===== config.mk =====
export PLATFORM = sky130hd
export DESIGN_NAME = serial_6bit_subtractor
export DESIGN_NICKNAME = d
export VERILOG_FILES = /design/src/rtl/serial_arith_pkg.sv /design/src/rtl/bit_sub_cell.sv /design/src/rtl/serial_6bit_subtractor.sv
export SDC_FILE = /design/constraint.sdc
export NUM_CORES = 1
export LEC_CHECK = 0
export ABC_CLOCK_PERIOD_IN_PS = 2800
export BUFFER_PORTS_ARGS = -buffer_cell sky130_fd_sc_hd__buf_4
export CAP_MARGIN = 20
export CORE_ASPECT_RATIO = 0.75
export CORE_MARGIN = 8
export CORE_UTILIZATION = 59
export CTS_BUF_LIST = sky130_fd_sc_hd__clkbuf_4
export CTS_CLUSTER_DIAMETER = 80
export DETAILED_ROUTE_END_ITERATION = 8
export PLACE_DENSITY = 0.86
export SETUP_SLACK_MARGIN = 0.05
export SYNTH_ARGS = -nofsm -noshare
export SYNTH_HDL_FRONTEND = slang
export SYNTH_SLANG_ARGS = --single-unit

===== constraint.sdc =====
create_clock -name clk -period 2.8 [get_ports clk]
set_clock_uncertainty 0.05 [all_clocks]
set_input_delay 0.14 -clock clk [delete_from_list [all_inputs] [get_ports clk]]
set_output_delay 0.14 -clock clk [all_outputs]
set_load 0.1 [all_outputs]

===== src/rtl/serial_arith_pkg.sv =====
// rtl/serial_arith_pkg.sv - shared state encoding and sizing helper for the serial arithmetic blocks
package serial_arith_pkg;

  localparam logic [1:0] IDLE  = 2'd0;
  localparam logic [1:0] SHIFT = 2'd1;
  localparam logic [1:0] DONE  = 2'd2;

  // Bit-counter width; never below one bit so WIDTH=1 still has a counter.
  function automatic int cnt_width(input int width);
    return (width <= 2) ? 1 : $clog2(width);
  endfunction

endpackage


===== src/rtl/bit_sub_cell.sv =====
// rtl/bit_sub_cell.sv - combinational single-bit full subtractor
module bit_sub_cell (
  input  logic x,
  input  logic y,
  input  logic bin,
  output logic d,
  output logic bout
);

  assign d    = x ^ y ^ bin;
  assign bout = (~x & y) | (~(x ^ y) & bin);

endmodule


===== src/rtl/serial_6bit_subtractor.sv =====
// rtl/serial_6bit_subtractor.sv - bit-serial a-b with borrow, LSB first, valid/ready on both sides
module serial_6bit_subtractor
  import serial_arith_pkg::*;
#(
  parameter int WIDTH = 6
) (
  input  logic             clk,
  input  logic             rst,
  input  logic             in_valid,
  output logic             in_ready,
  input  logic [WIDTH-1:0] a,
  input  logic [WIDTH-1:0] b,
  output logic             out_valid,
  input  logic             out_ready,
  output logic [WIDTH-1:0] diff,
  output logic             borrow,
  output logic             busy
);

  localparam int CNT_W = cnt_width(WIDTH);

  logic [1:0]       state;
  logic [WIDTH-1:0] ra;
  logic [WIDTH-1:0] rb;
  logic [WIDTH-1:0] rd;
  logic             br;
  logic [CNT_W-1:0] cnt;

  logic             cell_d;
  logic             cell_bout;
  logic [WIDTH-1:0] msb_in;

  bit_sub_cell u_cell (
    .x    (ra[0]),
    .y    (rb[0]),
    .bin  (br),
    .d    (cell_d),
    .bout (cell_bout)
  );

  // Each result bit enters at the MSB so the LSB lands in bit 0 after WIDTH shifts.
  assign msb_in = WIDTH'(cell_d) << (WIDTH - 1);

  always_ff @(posedge clk or posedge rst) begin
    if (rst) begin
      state <= IDLE;
      ra    <= '0;
      rb    <= '0;
      rd    <= '0;
      br    <= 1'b0;
      cnt   <= '0;
    end else begin
      case (state)
        IDLE: begin
          if (in_valid) begin
            ra    <= a;
            rb    <= b;
            br    <= 1'b0;
            cnt   <= '0;
            state <= SHIFT;
          end
        end
        SHIFT: begin
          rd <= (rd >> 1) | msb_in;
          ra <= ra >> 1;
          rb <= rb >> 1;
          br <= cell_bout;
          if (cnt == CNT_W'(WIDTH - 1)) begin
            state <= DONE;
          end else begin
            cnt <= cnt + CNT_W'(1);
          end
        end
        DONE: begin
          if (out_ready) begin
            state <= IDLE;
          end
        end
        default: state <= IDLE;
      endcase
    end
  end

  assign in_ready  = (state == IDLE);
  assign out_valid = (state == DONE);
  assign busy      = (state == SHIFT);
  assign diff      = rd;
  assign borrow    = br;

endmodule


### Word-level counts from Yosys, hierarchy flattened

Cells that the tools add are included.

* $add $sub $neg: 1
* multipliers: 0
* div/mod/pow operators: 0
* $lt $le $gt $ge: 0
* equal/unequal tests: 7
* shift-type cells: 0
* mux-type cells: 13
* bitwise logic cells: 8
* reduce and logical (&&, ||, !) cells: 5

Operators by type and width (count)
* 6-bit case mux with 2 select lines: 2
* 6-bit 2-to-1 mux: 2
* 2-bit 2-to-1 mux: 3
* 3-bit 2-to-1 mux: 2
* 5-bit by 6-bit OR with 6-bit output: 1
* 2-bit case mux with 3 select lines: 1
* 3-bit case mux with 2 select lines: 1
* 3-bit AND reduction: 2
* 2-bit by 1-bit != test with 1-bit output (second input constant): 2
* 2-bit != test (second input constant): 2
* 3-bit by 1-bit adder with 3-bit output (second input constant): 1
* 3-bit equality test (second input constant): 1
* 1-bit AND: 2
* 2-bit by 1-bit equality test with 1-bit output (second input constant): 1
* 2-bit equality test (second input constant): 1
* 2-bit logical NOT: 1
* 1-bit NOT: 2
* 1-bit case mux with 2 select lines: 1
* 2-bit AND reduction: 1
* 2-bit nonzero test: 1
* 1-bit bitwise XOR: 2
* 1-bit 2-to-1 mux: 1
* 1-bit OR: 1

* register bits: 24
* latch bits: 0
* RAM bits: 0
* ROM bits: 0
* logic and storage cells: 40
* memories: 0

### Longest topological paths before layout

Gate-level depths: netlist of the first run.

* depth in word-level cells: 5
* gate-level depth with buffers: 5

### Hierarchy

Synthesis of the first run repeated with hierarchy kept, for this count alone.

* cells, all modules: 121
* area total of the unflattened synthesis: 1149.9 um2

By module, submodules not included
* serial_6bit_subtractor: times used 1, cells each 117, area an instance 1118.6 um2, sequential area each 600.6 um2
* bit_sub_cell: times used 1, cells each 4, area an instance 31.3 um2, sequential area each 0.0 um2

### Worst setup path before layout of the first run

Ideal clock, no wire load.

* path kind: register to register
* start point: register state[0]
* end point: register ra[5]
* setup time: 72 ps
* data arrival time: 2175 ps
* data required time: 2678 ps
* slack: 503 ps
* cell stages (with the launch flop): 4
* path buffers: 1
* clock period less this slack: 2297 ps
* cells stage by stage: dfrtp_1 buf_4 nor2_1 a32o_1

* word-level cells in the longest chain between the ends: 3
* elaborated cells between the ends (all ways): 6
* those cells by class: eq/ne (2); mux (1); reduce/logical (3)

RTL lines
* start: declaration: line serial_6bit_subtractor.sv:22 `logic [1:0] state;`
* start signal: assignment: line serial_6bit_subtractor.sv:46 `state <= IDLE;`
* start signal: assignment: line serial_6bit_subtractor.sv:60 `state <= SHIFT;`
* start signal: assignment: line serial_6bit_subtractor.sv:69 `state <= DONE;`
* 2-bit logical NOT *
* net in_ready: line serial_6bit_subtractor.sv:10 `output logic in_ready,`
* 2-bit != test (no line) / 2-bit nonzero test (equally long branches)
* 2-bit AND reduction (no line)
* end signal: assignment: line serial_6bit_subtractor.sv:65 `ra <= ra >> 1;`
* end: declaration: line serial_6bit_subtractor.sv:23 `logic [WIDTH-1:0] ra;`

The timed path passes the listed nets; every way through them passes the cells marked *.
A chain may end at the register's enable or synchronous reset.

### Final worst setup path of the first run

* start point: register state[0]
* end point: output port busy

* word-level cells in the longest chain between the ends: 1

RTL lines
* 2-bit by 1-bit equality test with 1-bit output: line serial_6bit_subtractor.sv:86 `assign busy = (state == SHIFT);`
* end: declaration: line serial_6bit_subtractor.sv:17 `output logic busy`

Every way passes these cells.

==> impl_metrics.py, run 1 <==
metrics = {
    "run_status": {
        "status": "complete, no violations",
    },
    "timing": {
        "relSlewSlack_pct": 39.8,
        "rsz0062_at_grt": "no",
        "setup_viol": 0,
        "fin_crit_sh_pct": 80.0,
        "max_slew.worst_pin.slew_ns": 0.902,
        "drv_slew": 0,
        "finalHoldViolCount": 0,
        "fmax_ghz": 0.446,
        "hold-worst-slack_ns": 0.0160,
        "fin_crit_ns": 2.24,
        "setup_tns_ns": 0,
    },
    "yosys": {
        "synthCells": 117,
        "seq_area_frac_synth_pct": 52.9,
        "netlist_area_um2": 1130,
        "synth_fp_nets": 136,
        "ys_ff_latch": 24,
        "synth.distinct_cells": 25,
        "syn_area_per_cell_um2": 9.70,
        "synth_warnings": 0,
    },
    "flow_run": {
        "drv_cap": 0,
    },
    "floorplanning": {
        "die_w_um": 66.6,
        "io_pins": 26,
        "placementRows": 13,
        "die_y_um": 54.0,
        "core_region_area_um2": 1770,
        "die_area_um2": 3600,
        "start_util_pct": 64.0,
    },
    "worst_setup_path": {
        "crit_fanout": 25,
        "arrival_ns": 2.05,
        "crit_path_cell_trace": "nand2b_1 -> inv_2 -> buf_4",
        "endpoint_kind": "primary output",
        "r2r.worst_path.cells": 3,
        "cp_slowest_cell": "dfrtp_1",
        "cp-start-kind": "flip-flop",
        "critPathKind": "reg -> out",
        "cp_data_required_time_ns": 2.61,
        "slowest_delay_ns": 0.81,
    },
    "clock_tree": {
        "cts_tree": "yes",
        "cts.sinks": 24,
        "post_cts_buffers": 0,
        "insertion_delay_ns": 0.32,
        "cts_resized": 0,
        "max-clock-path-buffers": 2,
        "path_clk_slew_ns": 0.13,
        "cts_buffers": 3,
        "clock-root-buffer": "clkbuf_4",
        "htreeDepth": 1,
        "hold_buffers": 1,
    },
    "layout": {
        "final_nets": 161,
        "design_area_um2": 1350,
        "areaGrowthSynthToFinish_pct": 19.1,
        "insertedDiodeCount": 0,
        "drive_above_1_share_pct": 22.7,
    },
    "grt": {
        "grt_pass1_vias": 855,
        "grt_overflow": 0,
        "grt_pass1_wl_um": 3890,
        "grt_max_degree": 26,
        "grt.total_usage_pct": 14.4,
        "antenna_found_initial": 0,
    },
    "drt": {
        "top_signal_layer_used": "met4",
        "viasPerCell": 5.58,
        "vias": 909,
        "route.met3.wl_um": 114,
        "post_drt_wl_per_cell_um": 14.9,
        "wl_met1_um": 1140,
        "drt_first_pass_iters": 4,
        "drc": 0,
        "detail-route-antenna-nets": 0,
        "first_iter_violations": 22,
        "totalWireLength_um": 2420,
        "met2_length_um": 1130,
    },
    "worst_hold_path": {
        "hold_depth": 2,
        "hp-class": "in -> reg",
    },
    "place": {
        "dp_hpwl_um": 1750,
        "io_buffers": 25,
        "gp_congestion": 0.808,
        "postPlaceCellArea_um2": 1320,
    },
}
## stage by stage
| step | utilization (%) | instances | worst slack (ns) |
|---|---|---|---|
| after floorplan | - | 117 | 0.503 |
| after global placement | 74.2 | 158 | 0.988 |
| after detailed placement | 74.2 | 158 | 0.956 |
| after CTS | 76.2 | 163 | 0.551 |
| after global routing | 76.2 | 163 | 0.378 |
| final | 76.2 | 163 | 0.560 |
## registers in the layout, summed over array words and instances, names as in the netlist
signal and count:
ra 6, cnt 3, state 2, borrow 1
diff 6, rb 6
## placed cells by master (no fill, tap or decap)
| cell | n |
|---|---|
| a21oi_1 | 10 |
| a22o_1 | 1 |
| a22oi_1 | 2 |
| a2bb2oi_1 | 1 |
| a32o_1 | 1 |
| and3b_1 | 8 |
| buf_4 | 25 |
| clkbuf_4 | 3 |
| clkinv_1 | 1 |
| dfrtp_1 | 24 |
| dlygate4sd3_1 | 1 |
| fa_1 | 1 |
| ha_1 | 2 |
| inv_1 | 5 |
| inv_2 | 1 |
| mux2_4 | 1 |
| nand2_1 | 29 |
| nand2b_1 | 2 |
| nand3_1 | 2 |
| nor2_1 | 2 |
| nor2b_1 | 2 |
| nor2b_4 | 1 |
| o21a_1 | 1 |
| o21ai_0 | 3 |
| o21ai_1 | 11 |
| o21bai_2 | 1 |
## cell type report
cell class	count	area [um^2]
Inverter	6	22.5
Clock buffer	3	22.5
Timing Repair Buffer	26	198
Multi-Input combinational cell	81	477
Tap cell	22	27.5
Fill cell	121	422
Clock inverter	1	3.75
Sequential cell	24	601
## Yosys cell counts
cell | n | area (um^2)
a21oi_1 | 10 | 50.1
ha_1 | 2 | 25.0
o21ai_1 | 11 | 55.1
nand2_1 | 29 | 109
dfrtp_1 | 24 | 601
a32o_1 | 1 | 10.0
mux2_4 | 1 | 15.0
a2bb2oi_1 | 1 | 8.76
nand2b_1 | 2 | 12.5
buf_4 | 3 | 22.5
nor2_1 | 2 | 7.51
nor2b_4 | 1 | 13.8
buf_2 | 1 | 5.00
inv_1 | 5 | 18.8
inv_2 | 1 | 3.75
o21ai_0 | 3 | 15.0
o21bai_2 | 1 | 11.3
nor2b_1 | 2 | 12.5
and3b_1 | 8 | 70.1
a22o_1 | 1 | 8.76
fa_1 | 1 | 20.0
a22oi_1 | 2 | 15.0
clkbuf_1 | 2 | 7.51
nand3_1 | 2 | 10.0
o21a_1 | 1 | 7.51
## worst paths after layout
| path | from | end | slack (ns) |
|---|---|---|---|
| max in group asynchronous | rst | ra[4] | 1.63 |
| hold / removal | a[5] | ra[5] | 0.02 |
| setup / recovery | state[0] | busy | 0.56 |
| min in group asynchronous | rst | borrow | 0.52 |
| hold reg to reg | ra[3] | ra[3] | 0.45 |
| setup reg to reg | state[0] | cnt[1] | 0.95 |
## kinds of logic after synthesis
family / after synthesis / synth area share [%]
multiplexers: 1 / 1.32
buffers and inverters: 12 / 5.07
AND/OR/NAND/NOR: 46 / 20.7
flip-flops: 24 / 52.9
AO/OA/AOI/OAI: 31 / 16.0
adder cells (fa/ha/maj): 3 / 3.97
## routing by layer
layer,global-route usage (%),up-vias
li1,-,443
met1,17.6,438
met2,23.0,23
met3,5.18,5
met4,5.30,0
met5,0,-
## critical path, delay by kind of cell, from the launching register on
family	cells	cell delay, ns
AND/OR/NAND/NOR	1	0.36
buffers and inverters	2	0.56
flip-flops	1	0.81
Power of run 1 is not shown: default switching activity piles up to over one toggle a cycle in this logic, so the estimate is an artifact.
==> run 2: changes to the inputs <==
--- a/config.mk
+++ b/config.mk
@@ -5,16 +5,16 @@
 export SDC_FILE = /design/constraint.sdc
 export NUM_CORES = 1
 export LEC_CHECK = 0
-export ABC_CLOCK_PERIOD_IN_PS = 2800
+export ABC_CLOCK_PERIOD_IN_PS = 2100
 export BUFFER_PORTS_ARGS = -buffer_cell sky130_fd_sc_hd__buf_4
 export CAP_MARGIN = 20
 export CORE_ASPECT_RATIO = 0.75
 export CORE_MARGIN = 8
-export CORE_UTILIZATION = 59
+export CORE_UTILIZATION = 55
 export CTS_BUF_LIST = sky130_fd_sc_hd__clkbuf_4
 export CTS_CLUSTER_DIAMETER = 80
 export DETAILED_ROUTE_END_ITERATION = 8
-export PLACE_DENSITY = 0.86
+export PLACE_DENSITY = 0.81
 export SETUP_SLACK_MARGIN = 0.05
 export SYNTH_ARGS = -nofsm -noshare
 export SYNTH_HDL_FRONTEND = slang
==> constraint.sdc (replaced) <==
create_clock -name clk -period 2.1 [get_ports clk]
set_clock_uncertainty 0.05 [all_clocks]
set_input_delay 0.105 -clock clk [delete_from_list [all_inputs] [get_ports clk]]
set_output_delay 0.105 -clock clk [all_outputs]
set_load 0.1 [all_outputs]
==> impl_metrics.py, run 2 (synthesized netlist as in run 1, its figures left out) <==
metrics = {
    "worst_setup_path": {
        "cp-start-kind": "flip-flop",
        "endpoint_kind": "primary output",
        "r2r_setup_slack_ns": 0.50,
        "slowest_delay_ns": 0.46,
        "arrival_ns": 1.64,
        "reg2reg_from": "state[0]",
        "cp_slowest_cell": "dfrtp_1",
        "crit_path_cell_trace": "nand2b_1 -> inv_2 -> buf_4",
        "critPathKind": "reg -> out",
        "crit_fanout": 10,
        "critical_path.startpoint": "state[1]",
        "cp_data_required_time_ns": 1.95,
    },
    "place": {
        "dpl.cell_count": 162,
        "dp_hpwl_um": 1800,
        "io_buffers": 25,
        "gp_congestion": 0.763,
    },
    "drt": {
        "first_iter_violations": 36,
        "detail-route-antenna-nets": 0,
        "post_drt_wl_per_cell_um": 14.5,
        "drc": 0,
        "totalWireLength_um": 2410,
        "vias": 885,
        "viasPerCell": 5.30,
        "drt_first_pass_iters": 4,
    },
    "floorplanning": {
        "core_region_area_um2": 1980,
        "io_pins": 26,
        "start_util_pct": 57.3,
        "die_y_um": 55.3,
        "die_w_um": 68.5,
        "placementRows": 14,
        "die_area_um2": 3790,
    },
    "clock_tree": {
        "cts.sinks": 24,
        "htreeDepth": 1,
        "max-clock-path-buffers": 2,
        "cts_tree": "yes",
        "cts_buffers": 3,
        "clock-root-buffer": "clkbuf_4",
        "insertion_delay_ns": 0.31,
        "path_clk_slew_ns": 0.12,
    },
    "grt": {
        "antenna_found_initial": 0,
        "grt_pass1_wl_um": 4110,
        "grt_overflow": 0,
        "grt_pass1_vias": 911,
        "grt_max_degree": 25,
        "grt.total_usage_pct": 13.5,
    },
    "timing": {
        "setup_viol": 0,
        "max_slew.worst_pin.slew_ns": 0.866,
        "relSlewSlack_pct": 42.2,
        "rsz0062_at_grt": "no",
        "setup_tns_ns": 0,
        "fin_crit_sh_pct": 85.7,
        "fmax_ghz": 0.556,
        "fin_crit_ns": 1.80,
        "drv_slew": 0,
        "finalHoldViolCount": 0,
    },
    "layout": {
        "areaGrowthSynthToFinish_pct": 21.6,
        "insertedDiodeCount": 0,
        "final_nets": 164,
        "layout_commonest_cell": "nand2_1",
        "final_cells": 167,
        "final_cell_mix": "29 x nand2_1, 27 x buf_4, 24 x dfrtp_1",
        "drive_above_1_share_pct": 25.2,
    },
    "flow_run": {
        "drv_cap": 0,
    },
    "worst_hold_path": {
        "hp-class": "in -> reg",
        "min_from": "a[2]",
    },
    "run_status": {
        "status": "complete, no violations",
    },
}
-- run 2: through the flow --
step | hold WS, ns | setup slack, ns | util [%] | cell area [um^2]
3_5_place_dp | 0.289 | 0.527 | 67.6 | 1340
4_1_cts | 0.00798 | 0.285 | 69.2 | 1370
2_1_floorplan | 0.0696 | 0.314 | - | 1140
5_1_grt | 0.0286 | 0.177 | 69.7 | 1380
6_report | 0.0119 | 0.301 | 69.7 | 1380
3_3_place_gp | 0.288 | 0.586 | 67.6 | 1340
-- run 2: routing by layer --
metal  vias up  track usage (%)  wire length, um
li1        443                -                -
met1       422             18.0             1130
met2        18             20.7             1160
met3         2             5.03              108
met4         0             1.75               10
met5         -                0                0
-- run 2: layout make-up --
class / count / area (um^2)
Clock buffer: 3 / 22.5
Sequential cell: 24 / 601
Multi-Input combinational cell: 81 / 482
Fill cell: 146 / 599
Inverter: 6 / 22.5
Tap cell: 24 / 30.0
Timing Repair Buffer: 29 / 223
-- run 2: path summary, 6_finish.rpt --
path,to,cells after the start
max,busy,3
min,ra[2],3
max reg2reg,cnt[1],3
min reg2reg,ra[3],2
max in group asynchronous,rb[5],3
min in group asynchronous,diff[2],3
-- run 2: timing repair --
item | 4_1_cts | 5_1_grt
resized for setup | 0 | 0
buffers inserted | 0 | 0
hold buffers | 1 | 1
endpoints found under the hold margin | 24 | 1
-- run 2: critical path: cells and delay by family (launching register included) --
family / cells / cell delay, ns
simple gates: 1 / 0.33
buf+inv: 2 / 0.54
flops: 1 / 0.46
Power of run 2 is left out for the same reason.
==> run 3: changes to the inputs <==
--- a/config.mk
+++ b/config.mk
@@ -5,7 +5,7 @@
 export SDC_FILE = /design/constraint.sdc
 export NUM_CORES = 1
 export LEC_CHECK = 0
-export ABC_CLOCK_PERIOD_IN_PS = 2100
+export ABC_CLOCK_PERIOD_IN_PS = 2000
 export BUFFER_PORTS_ARGS = -buffer_cell sky130_fd_sc_hd__buf_4
 export CAP_MARGIN = 20
 export CORE_ASPECT_RATIO = 0.75
==> constraint.sdc (replaced) <==
create_clock -name clk -period 2 [get_ports clk]
set_clock_uncertainty 0.05 [all_clocks]
set_input_delay 0.1 -clock clk [delete_from_list [all_inputs] [get_ports clk]]
set_output_delay 0.1 -clock clk [all_outputs]
set_load 0.1 [all_outputs]
==> impl_metrics.py, run 3 (synthesized netlist as in run 1, its figures left out) <==
metrics = {
    "floorplanning": {
        "start_util_pct": 57.3,
        "core_region_area_um2": 1980,
        "die_y_um": 55.3,
        "io_pins": 26,
        "die_area_um2": 3790,
        "die_w_um": 68.5,
        "placementRows": 14,
    },
    "drt": {
        "drc": 0,
        "totalWireLength_um": 2310,
        "detail-route-antenna-nets": 0,
        "vias": 927,
        "post_drt_wl_per_cell_um": 13.5,
        "viasPerCell": 5.42,
        "drt_first_pass_iters": 4,
        "first_iter_violations": 32,
    },
    "worst_setup_path": {
        "critPathKind": "reg -> out",
        "cp_data_required_time_ns": 1.85,
        "endpoint_kind": "primary output",
        "cp_slowest_cell": "dfrtp_1",
        "arrival_ns": 1.61,
        "crit_buf_inv": 2,
        "path_delay_family": "buffers and inverters",
        "cp-start-kind": "flip-flop",
        "crit_path_cell_trace": "nand2b_1 -> inv_2 -> buf_4",
        "crit_fanout": 10,
        "slowest_delay_ns": 0.46,
    },
    "place": {
        "dpl.cell_count": 164,
        "gp_congestion": 0.758,
        "io_buffers": 25,
        "dp_hpwl_um": 1750,
        "dp_slack_ns": 0.440,
    },
    "layout": {
        "areaGrowthSynthToFinish_pct": 24.3,
        "final_cell_mix": "29 x nand2_1, 29 x buf_4, 23 x dfrtp_1",
        "insertedDiodeCount": 0,
        "final_nets": 167,
        "final_cells": 171,
        "drive_above_1_share_pct": 26.5,
        "num-fill-cells": 148,
    },
    "clock_tree": {
        "max-clock-path-buffers": 2,
        "path_clk_slew_ns": 0.12,
        "insertion_delay_ns": 0.31,
        "cts_buffers": 3,
        "clock-root-buffer": "clkbuf_4",
        "htreeDepth": 1,
        "cts_tree": "yes",
        "cts.sinks": 24,
    },
    "timing": {
        "drv_slew": 0,
        "fin_crit_sh_pct": 88.1,
        "relSlewSlack_pct": 76.6,
        "fmax_ghz": 0.568,
        "max_slew.worst_pin.slew_ns": 0.351,
        "finalHoldViolCount": 0,
        "setup_viol": 0,
        "hold-worst-slack_ns": 0.00531,
        "fin_crit_ns": 1.76,
        "fin_ws_ns": 0.239,
        "rsz0062_at_grt": "no",
        "setup_tns_ns": 0,
    },
    "grt": {
        "grt_max_degree": 25,
        "grt_pass1_wl_um": 3980,
        "antenna_found_initial": 0,
        "grt_overflow": 0,
        "grt.total_usage_pct": 13.4,
        "grt_pass1_vias": 866,
    },
    "worst_hold_path": {
        "hp-class": "in -> reg",
    },
    "flow_run": {
        "drv_cap": 0,
    },
    "run_status": {
        "status": "complete, no violations",
    },
}
-- run 3: layout make-up --
type | instances | area, um^2 | area share, %
Timing Repair Buffer | 32 | 248 | 17.6
Inverter | 6 | 22.5 | 1.60
Sequential cell | 24 | 602 | 42.7
Clock inverter | 1 | 3.75 | 0.266
Clock buffer | 3 | 22.5 | 1.60
Multi-Input combinational cell | 81 | 482 | 34.2
Tap cell | 24 | 30.0 | 2.13
-- run 3: worst reg2reg max path, delay by kind of cell, from the launching register on --
family	cells	cell delay [ns]
fa+ha+maj	1	0.22
flops	1	0.42
mux	1	0.31
simple gates	2	0.32
-- run 3: worst paths after layout --
| path | from | slack [ns] | end | depth (start not counted) |
|---|---|---|---|---|
| min in group asynchronous | rst | 0.31 | diff[4] | 4 |
| worst max-delay path | state[1] | 0.24 | busy | 3 |
| worst max register to register | cnt[0] | 0.58 | cnt[1] | 4 |
| worst min register to register | ra[2] | 0.45 | ra[2] | 2 |
| worst min-delay path | a[3] | 0.005 | ra[3] | 3 |
| max in group asynchronous | rst | 1.34 | state[0] | 4 |
-- run 3: through the flow --
step	area [um^2]	util [%]
2_1_floorplan	1140	-
3_3_place_gp	1350	68.3
3_5_place_dp	1350	68.3
4_1_cts	1410	71.2
5_1_grt	1410	71.2
6_report	1410	71.2
-- run 3: per-layer routing --
layer / vias up / wire length, um / track usage, %
li1: 457 / - / -
met1: 441 / 1040 / 16.2
met2: 24 / 1100 / 20.5
met3: 5 / 122 / 4.83
met4: 0 / 40 / 5.83
met5: - / 0 / 0
-- run 3: timing repair --
item / CTS / global route
endpoints found under the hold margin: 26 / 0
setup endpoints to repair: 0 / 1
gates resized for setup: 0 / 1
hold buffers: 3 / 0
buffers inserted: 0 / 0
Power of run 3 is left out for the same reason.
